## config.mk

```make
export PLATFORM = sky130hd
export DESIGN_NAME = adc_frame_packer
export DESIGN_NICKNAME = d
export VERILOG_FILES = /design/src/rtl/adc_frame_pkg.sv /design/src/rtl/adc_frame_fifo.sv /design/src/rtl/adc_frame_packer.sv
export SDC_FILE = /design/constraint.sdc
export NUM_CORES = 1
export LEC_CHECK = 0
export CAP_MARGIN = 20
export CORE_ASPECT_RATIO = 1.4
export CORE_MARGIN = 5
export CORE_UTILIZATION = 54
export DETAILED_ROUTE_END_ITERATION = 6
export GPL_ROUTABILITY_DRIVEN = 1
export PLACE_DENSITY_LB_ADDON = 0.1
export SYNTH_ARGS = -nofsm -noshare
export SYNTH_HDL_FRONTEND = slang
export SYNTH_SLANG_ARGS = --single-unit
```

## constraint.sdc

```tcl
create_clock -name ADC_CLK -period 3.3 [get_ports ADC_CLK]
set_input_delay 0.825 -clock ADC_CLK [delete_from_list [all_inputs] [get_ports ADC_CLK]]
set_output_delay 0.825 -clock ADC_CLK [all_outputs]
set_load 0.005 [all_outputs]
```

## src/rtl/adc_frame_pkg.sv

```systemverilog
// Shared types and constants for the ADC frame packer.
// Optional trailer word is compiled in with ADC_FRAME_PACKER_TRAILER_EN.
package adc_frame_pkg;

   localparam int SAMPLE_W    = 14;
   localparam int WORD_W      = 16;
   localparam int FRAME_CNT_W = 12;

   localparam logic [1:0] TAG_HDR  = 2'b10;
   localparam logic [1:0] TAG_DATA = 2'b00;
   localparam logic [1:0] TAG_TRL  = 2'b11;

`ifdef ADC_FRAME_PACKER_TRAILER_EN
   typedef enum logic [1:0] {
      ST_IDLE    = 2'd0,
      ST_HEADER  = 2'd1,
      ST_CAPTURE = 2'd2,
      ST_TRAILER = 2'd3
   } state_t;
`else
   typedef enum logic [1:0] {
      ST_IDLE    = 2'd0,
      ST_HEADER  = 2'd1,
      ST_CAPTURE = 2'd2
   } state_t;
`endif

   function automatic logic [WORD_W-1:0] hdr_word(input logic [1:0] ch,
                                                  input logic [FRAME_CNT_W-1:0] cnt);
      return {TAG_HDR, ch, cnt};
   endfunction

   function automatic logic [WORD_W-1:0] data_word(input logic [SAMPLE_W-1:0] s);
      return {TAG_DATA, s};
   endfunction

   function automatic logic [WORD_W-1:0] trl_word(input logic [7:0] lost);
      return {TAG_TRL, 6'b0, lost};
   endfunction

endpackage

```

## src/rtl/adc_frame_fifo.sv

```systemverilog
// Word buffer between the packer FSM and the SRAM FIFO write port.
// First-word-fall-through: rdata shows the head whenever not empty.
// Full/empty come from registered occupancy, so a same-cycle pop never
// makes room for a same-cycle push.
module adc_frame_fifo
   import adc_frame_pkg::*;
#(
   parameter int DEPTH = 16
) (
   input  logic              clk,
   input  logic              rst,
   input  logic              push,
   input  logic [WORD_W-1:0] wdata,
   input  logic              pop,
   output logic [WORD_W-1:0] rdata,
   output logic              full,
   output logic              empty
);

   localparam int AW = $clog2(DEPTH);

   logic [WORD_W-1:0] mem_q [DEPTH];
   logic [AW-1:0]     wr_ptr_q, wr_ptr_d;
   logic [AW-1:0]     rd_ptr_q, rd_ptr_d;
   logic [AW:0]       count_q, count_d;
   logic              push_ok, pop_ok;

   assign full    = (count_q == (AW+1)'(DEPTH));
   assign empty   = (count_q == '0);
   assign push_ok = push & ~full;
   assign pop_ok  = pop & ~empty;
   assign rdata   = empty ? '0 : mem_q[rd_ptr_q];

   // Next pointer and occupancy values
   always_comb begin
      wr_ptr_d = wr_ptr_q;
      rd_ptr_d = rd_ptr_q;
      count_d  = count_q;
      if (push_ok) wr_ptr_d = wr_ptr_q + 1'b1;
      if (pop_ok)  rd_ptr_d = rd_ptr_q + 1'b1;
      case ({push_ok, pop_ok})
         2'b10:   count_d = count_q + 1'b1;
         2'b01:   count_d = count_q - 1'b1;
         default: count_d = count_q;
      endcase
   end

   // Pointer and occupancy registers; reset discards buffered words
   always_ff @(posedge clk or posedge rst) begin
      if (rst) begin
         wr_ptr_q <= '0;
         rd_ptr_q <= '0;
         count_q  <= '0;
      end else begin
         wr_ptr_q <= wr_ptr_d;
         rd_ptr_q <= rd_ptr_d;
         count_q  <= count_d;
      end
   end

   // Storage array write port
   always_ff @(posedge clk) begin
      if (push_ok) mem_q[wr_ptr_q] <= wdata;
   end

endmodule

```

## src/rtl/adc_frame_packer.sv

```systemverilog
// ADC frame packer: captures CONF_SAMPLES samples after START and emits
// header/data(/trailer) words into a small buffer drained to the SRAM FIFO.
// Trailer word is present only when ADC_FRAME_PACKER_TRAILER_EN is defined.
// Push is always gated by the buffer's registered full flag; drain is
// FIFO_WRITE = !empty & !FIFO_FULL with the pop taken the same cycle.
module adc_frame_packer
   import adc_frame_pkg::*;
#(
   parameter int DEPTH = 16
) (
   input  logic                ADC_CLK,
   input  logic                ADC_RST,
   input  logic [SAMPLE_W-1:0] ADC_DATA,
   input  logic                ADC_VALID,
   input  logic                START,
   input  logic [15:0]         CONF_SAMPLES,
   input  logic [1:0]          CONF_CH_ID,
   input  logic                FIFO_FULL,
   output logic [WORD_W-1:0]   FIFO_DATA,
   output logic                FIFO_WRITE,
   output logic                BUSY,
   output logic                DONE,
   output logic [7:0]          LOST_COUNT,
   output logic [1:0]          DBG_STATE
);

   state_t                 state_q, state_d;
   logic [15:0]            conf_q, conf_d;
   logic [1:0]             ch_q, ch_d;
   logic [FRAME_CNT_W-1:0] frame_q, frame_d;
   logic [15:0]            cnt_q, cnt_d;
   logic [7:0]             lost_q, lost_d;

   logic                   push;
   logic [WORD_W-1:0]      push_word;
   logic                   done;
   logic                   buf_full, buf_empty;

   // Frame sequencing, word formatting and loss accounting
   always_comb begin
      state_d   = state_q;
      conf_d    = conf_q;
      ch_d      = ch_q;
      frame_d   = frame_q;
      cnt_d     = cnt_q;
      lost_d    = lost_q;
      push      = 1'b0;
      push_word = '0;
      done      = 1'b0;
      case (state_q)
         ST_IDLE: begin
            if (START) begin
               conf_d  = CONF_SAMPLES;
               ch_d    = CONF_CH_ID;
               cnt_d   = '0;
               lost_d  = '0;
               state_d = ST_HEADER;
            end
         end
         ST_HEADER: begin
            if (!buf_full) begin
               push      = 1'b1;
               push_word = hdr_word(ch_q, frame_q);
               frame_d   = frame_q + 1'b1;
               if (conf_q == '0) begin
`ifdef ADC_FRAME_PACKER_TRAILER_EN
                  state_d = ST_TRAILER;
`else
                  state_d = ST_IDLE;
                  done    = 1'b1;
`endif
               end else begin
                  state_d = ST_CAPTURE;
               end
            end
         end
         ST_CAPTURE: begin
            if (ADC_VALID) begin
               cnt_d = cnt_q + 1'b1;
               if (!buf_full) begin
                  push      = 1'b1;
                  push_word = data_word(ADC_DATA);
               end else if (lost_q != 8'hFF) begin
                  lost_d = lost_q + 1'b1;
               end
               if (cnt_d == conf_q) begin
`ifdef ADC_FRAME_PACKER_TRAILER_EN
                  state_d = ST_TRAILER;
`else
                  state_d = ST_IDLE;
                  done    = 1'b1;
`endif
               end
            end
         end
`ifdef ADC_FRAME_PACKER_TRAILER_EN
         ST_TRAILER: begin
            if (!buf_full) begin
               push      = 1'b1;
               push_word = trl_word(lost_q);
               done      = 1'b1;
               state_d   = ST_IDLE;
            end
         end
`endif
         default: state_d = ST_IDLE;
      endcase
   end

   // FSM and frame registers
   always_ff @(posedge ADC_CLK or posedge ADC_RST) begin
      if (ADC_RST) begin
         state_q <= ST_IDLE;
         conf_q  <= '0;
         ch_q    <= '0;
         frame_q <= '0;
         cnt_q   <= '0;
         lost_q  <= '0;
      end else begin
         state_q <= state_d;
         conf_q  <= conf_d;
         ch_q    <= ch_d;
         frame_q <= frame_d;
         cnt_q   <= cnt_d;
         lost_q  <= lost_d;
      end
   end

   adc_frame_fifo #(.DEPTH(DEPTH)) u_buf (
      .clk   (ADC_CLK),
      .rst   (ADC_RST),
      .push  (push),
      .wdata (push_word),
      .pop   (FIFO_WRITE),
      .rdata (FIFO_DATA),
      .full  (buf_full),
      .empty (buf_empty)
   );

   assign FIFO_WRITE = ~buf_empty & ~FIFO_FULL;
   assign BUSY       = (state_q != ST_IDLE);
   assign DONE       = done;
   assign LOST_COUNT = lost_q;
   assign DBG_STATE  = state_q;

endmodule

```

==> impl_metrics.tcl <==
set metrics [dict create \
    boundaryPins 66 \
    setup_viol 16 \
    p_total_uw 13800 \
    ys_types 54 \
    netlist_instances 786 \
    relSlewSlack 0.434 \
    clk_latency_ns 0.54 \
    rows 67 \
    grt_overflow 0 \
    tightest_slew_ns 0.847 \
    p_seq_frac 0.382 \
    ys_seq_area_frac 0.676 \
    syn-num-nets 838 \
    cp-start-kind "flip-flop" \
    whs_path_depth 1 \
    num_antenna_cells 0 \
    grt_max_degree 70 \
    cts_tree "yes" \
    maxSlewViolCount 0 \
    syn_area_per_cell_um2 16.8 \
    ys_seq_elements 309 \
    r2r_setup_slack_ns 0.34 \
    dp_hpwl_mm 20.0 \
    leakage_uw 0.00602 \
    synthAdderAreaFrac 0.0142 \
    wl_mm 31.2 \
    switching_share 0.305 \
    via_per_inst 5.94 \
    p_clk_frac 0.229 \
    hold_end "frame_q[10]$_DFFE_PP0P_" \
    drc 0 \
    worst_setup_path_end_kind "output pin" \
    grt_use_total 0.227 \
    cap_violations 0 \
    grt_pass1_vias 8325 \
    power.internal_uw 9570 \
    synth_top_family_by_area "multiplexers" \
    nFillCells 1539 \
    cp.arrival_ns 2.79 \
    r2r-start "DBG_STATE[0]$_DFFE_PP0P_" \
    synthMuxAreaShare 0.148 \
    cts_made_buffers 29 \
    drtIter0Drc 441 \
    port_buffers 64 \
    die_h_um 195 \
    min_period_ns 3.62 \
    dr.pass1.iters 5 \
    fin_util 0.683 \
    clockBufferDepth 3 \
    start_util 0.550 \
    cts_sinks 309 \
    synth_flop_cell "edfxtp_1" \
    core_area_um2 24100 \
    path_class "flip-flop to output pin" \
    antenna_found_initial 0 \
    hold_class "flip-flop to flip-flop" \
    die_width_um 142 \
    hp-start "frame_q[10]$_DFFE_PP0P_" \
    vdd_ir_drop_max_mv 0.565 \
    hold-worst-slack_ns 0.510 \
    yosysWarnings 0 \
    vias 7787 \
    pwr_density_cell_nw_per_um2 838 \
    htree_levels 1 \
    wl_per_cell_um 23.7 \
    violations "setup timing" \
    r2r_end "u_buf.count_q[4]$_DFFE_PP0P_" \
    synth_edf_count 240 \
    setup_ws_ns -0.317 \
    dp_slack_ns -0.352 \
    status "finished with violations" \
    p_switching_uw 4200 \
    synthesis.area_um2 13200 \
    p_comb_frac 0.389 \
    yosys.area_share.simple 0.0716 \
    grt_pass1_wl_mm 48.3 \
    clock.fmax_mhz 277 \
    post-route-period-util 1.10 \
    cp.required_ns 2.47 \
    final_antenna_net_count 0 \
    synth_compound_area_frac 0.0421 \
    place_congestion 0.944 \
    drive_gt1_frac 0.332 \
    die_area_um2 27800 \
    async_flop_share 0.223 \
    nets 1031 \
    synth_xor_area_frac 0.0325 \
    critPathMaxFanout 5 \
    rsz0062_at_grt "yes" \
    area_delta_synth_final_pct 24.2 \
    hold_viol_final 0 \
    clk_pin_slew_ns 0.06 \
    skew_ns 0.0159 \
    root_buffer "clkbuf_16" \
    r2r_cells 15 \
]
==> worst max path at each step <==
stage	depth (start not counted)	to	startpoint	slack [ns]
3_3_place_gp	10	DONE	cnt_q[0]$_DFFE_PP0P_	-0.37
5_1_grt	9	DONE	cnt_q[0]$_DFFE_PP0P_	-0.45
3_5_place_dp	10	DONE	cnt_q[0]$_DFFE_PP0P_	-0.35
2_1_floorplan	8	DONE	cnt_q[0]$_DFFE_PP0P_	0.11
4_1_cts	8	FIFO_DATA[3]	u_buf.rd_ptr_q[0]$_DFFE_PP0P_	-0.36
6_report	9	DONE	cnt_q[0]$_DFFE_PP0P_	-0.32
==> metrics by stage <==
| stage | TNS [ns] | area [µm²] | cells |
|---|---|---|---|
| detailed placement | -0.510 | 14900 | 1222 |
| floorplan | 0 | 13200 | 786 |
| global route | -4.21 | 16400 | 1312 |
| CTS | -4.06 | 16200 | 1306 |
| finish | -2.84 | 16400 | 1312 |
| global placement | -0.391 | 14900 | 1222 |
==> synth_stat cells (6+ instances only) <==
cell,count,area [µm²]
ha_1,15,188
buf_2,9,45.0
mux2_2,22,248
a22o_1,15,131
inv_1,10,37.5
dfrtp_1,69,1730
mux4_2,75,1690
nor4_1,6,37.5
xnor2_1,30,263
clkbuf_1,19,71.3
nor3_1,12,60.1
edfxtp_1,240,7210
a21oi_1,7,35.0
nand4_1,9,56.3
xor2_1,19,166
nor2_1,52,195
nor2b_1,19,119
o21ai_0,29,145
nand2_1,48,180
nand3_1,11,55.1
==> sequential cells by signal, indices dropped and copies added, names as in the netlist <==
| register | count |
|---|---|
| frame_q | 12 |
| u_buf.wr_ptr_q | 4 |
| cnt_q | 16 |
| u_buf.mem_q | 240 |
| u_buf.rd_ptr_q | 4 |
| u_buf.count_q | 5 |
| DBG_STATE | 2 |
| ch_q | 2 |
| LOST_COUNT | 8 |
| conf_q | 16 |
==> power groups by stage <==
stage	registers [µW]	logic (µW)	clock network, µW
after floorplan	5140	3020	0
after global placement	5280	4580	0
after detailed placement	5310	4700	0
after CTS	5240	5220	3210
after global routing	5300	5780	3390
final	5260	5360	3150
==> layer usage <==
metal	share of wire	GRT usage	vias to the layer above	wire [µm]
met5	0	0	-	0
met4	0.027	0.0587	0	840
met3	0.058	0.0357	64	1810
met2	0.54	0.419	269	17000
met1	0.37	0.278	3983	11500
li1	-	-	3471	-
==> layout by cell type (no fill, tap or decap), drive strengths merged, types with 3 or more instances in the layout <==
cell type	Yosys	layout
nor4	9	9
nor2b	19	19
nand4	10	10
a31oi	6	6
nand3	14	14
o41ai	4	4
xor2	19	19
and2	5	5
nor3	13	13
o21ai	29	29
mux4	75	75
ha	15	15
and3	7	7
a211oi	3	3
clkinv	0	7
edfxtp	240	240
buf	18	150
xnor2	30	30
clkdlybuf4s50	0	48
mux2	22	22
o31ai	5	5
nand2b	5	5
a22o	15	15
nand2	48	48
a21oi	7	7
nor2	52	52
inv	10	13
clkbuf	19	44
dfrtp	69	69
==> area by class of cell <==
| class | instances | area, µm² | share of cell area |
|---|---|---|---|
| clock buffers | 43 | 808 | 0.0492 |
| flip-flops and latches | 309 | 8940 | 0.544 |
| clock inverters | 11 | 92.6 | 0.00564 |
| well taps | 310 | 388 | 0.0236 |
| inverters | 10 | 37.5 | 0.00229 |
| repair buffers | 199 | 1890 | 0.115 |
| multi-input cells | 430 | 4270 | 0.260 |
==> kinds of logic after synthesis <==
group	after synthesis
mux	99
buf+inv	47
compound gates	81
flops	309
simple gates	185
xor+xnor	49
fa+ha+maj	15
other cells	1
==> worst max-delay path: stages (launching register included) <==
cell	delay [ns]
dfrtp_1	0.42
buf_6	0.14
and3_4	0.21
xnor2_2	0.11
nand3_1	0.09
a311o_1	0.35
or4_4	0.56
nor4_4	0.14
o21a_1	0.14
buf_2	0.11
==> timing repair <==
item	CTS	global route
gates cloned	7	0
hold buffers	0	0
pin swaps	6	10
resized for setup	94	45
buffers inserted	24	12
setup endpoints to repair	16	17
No activity file was read; power rests on OpenSTA's default activity.
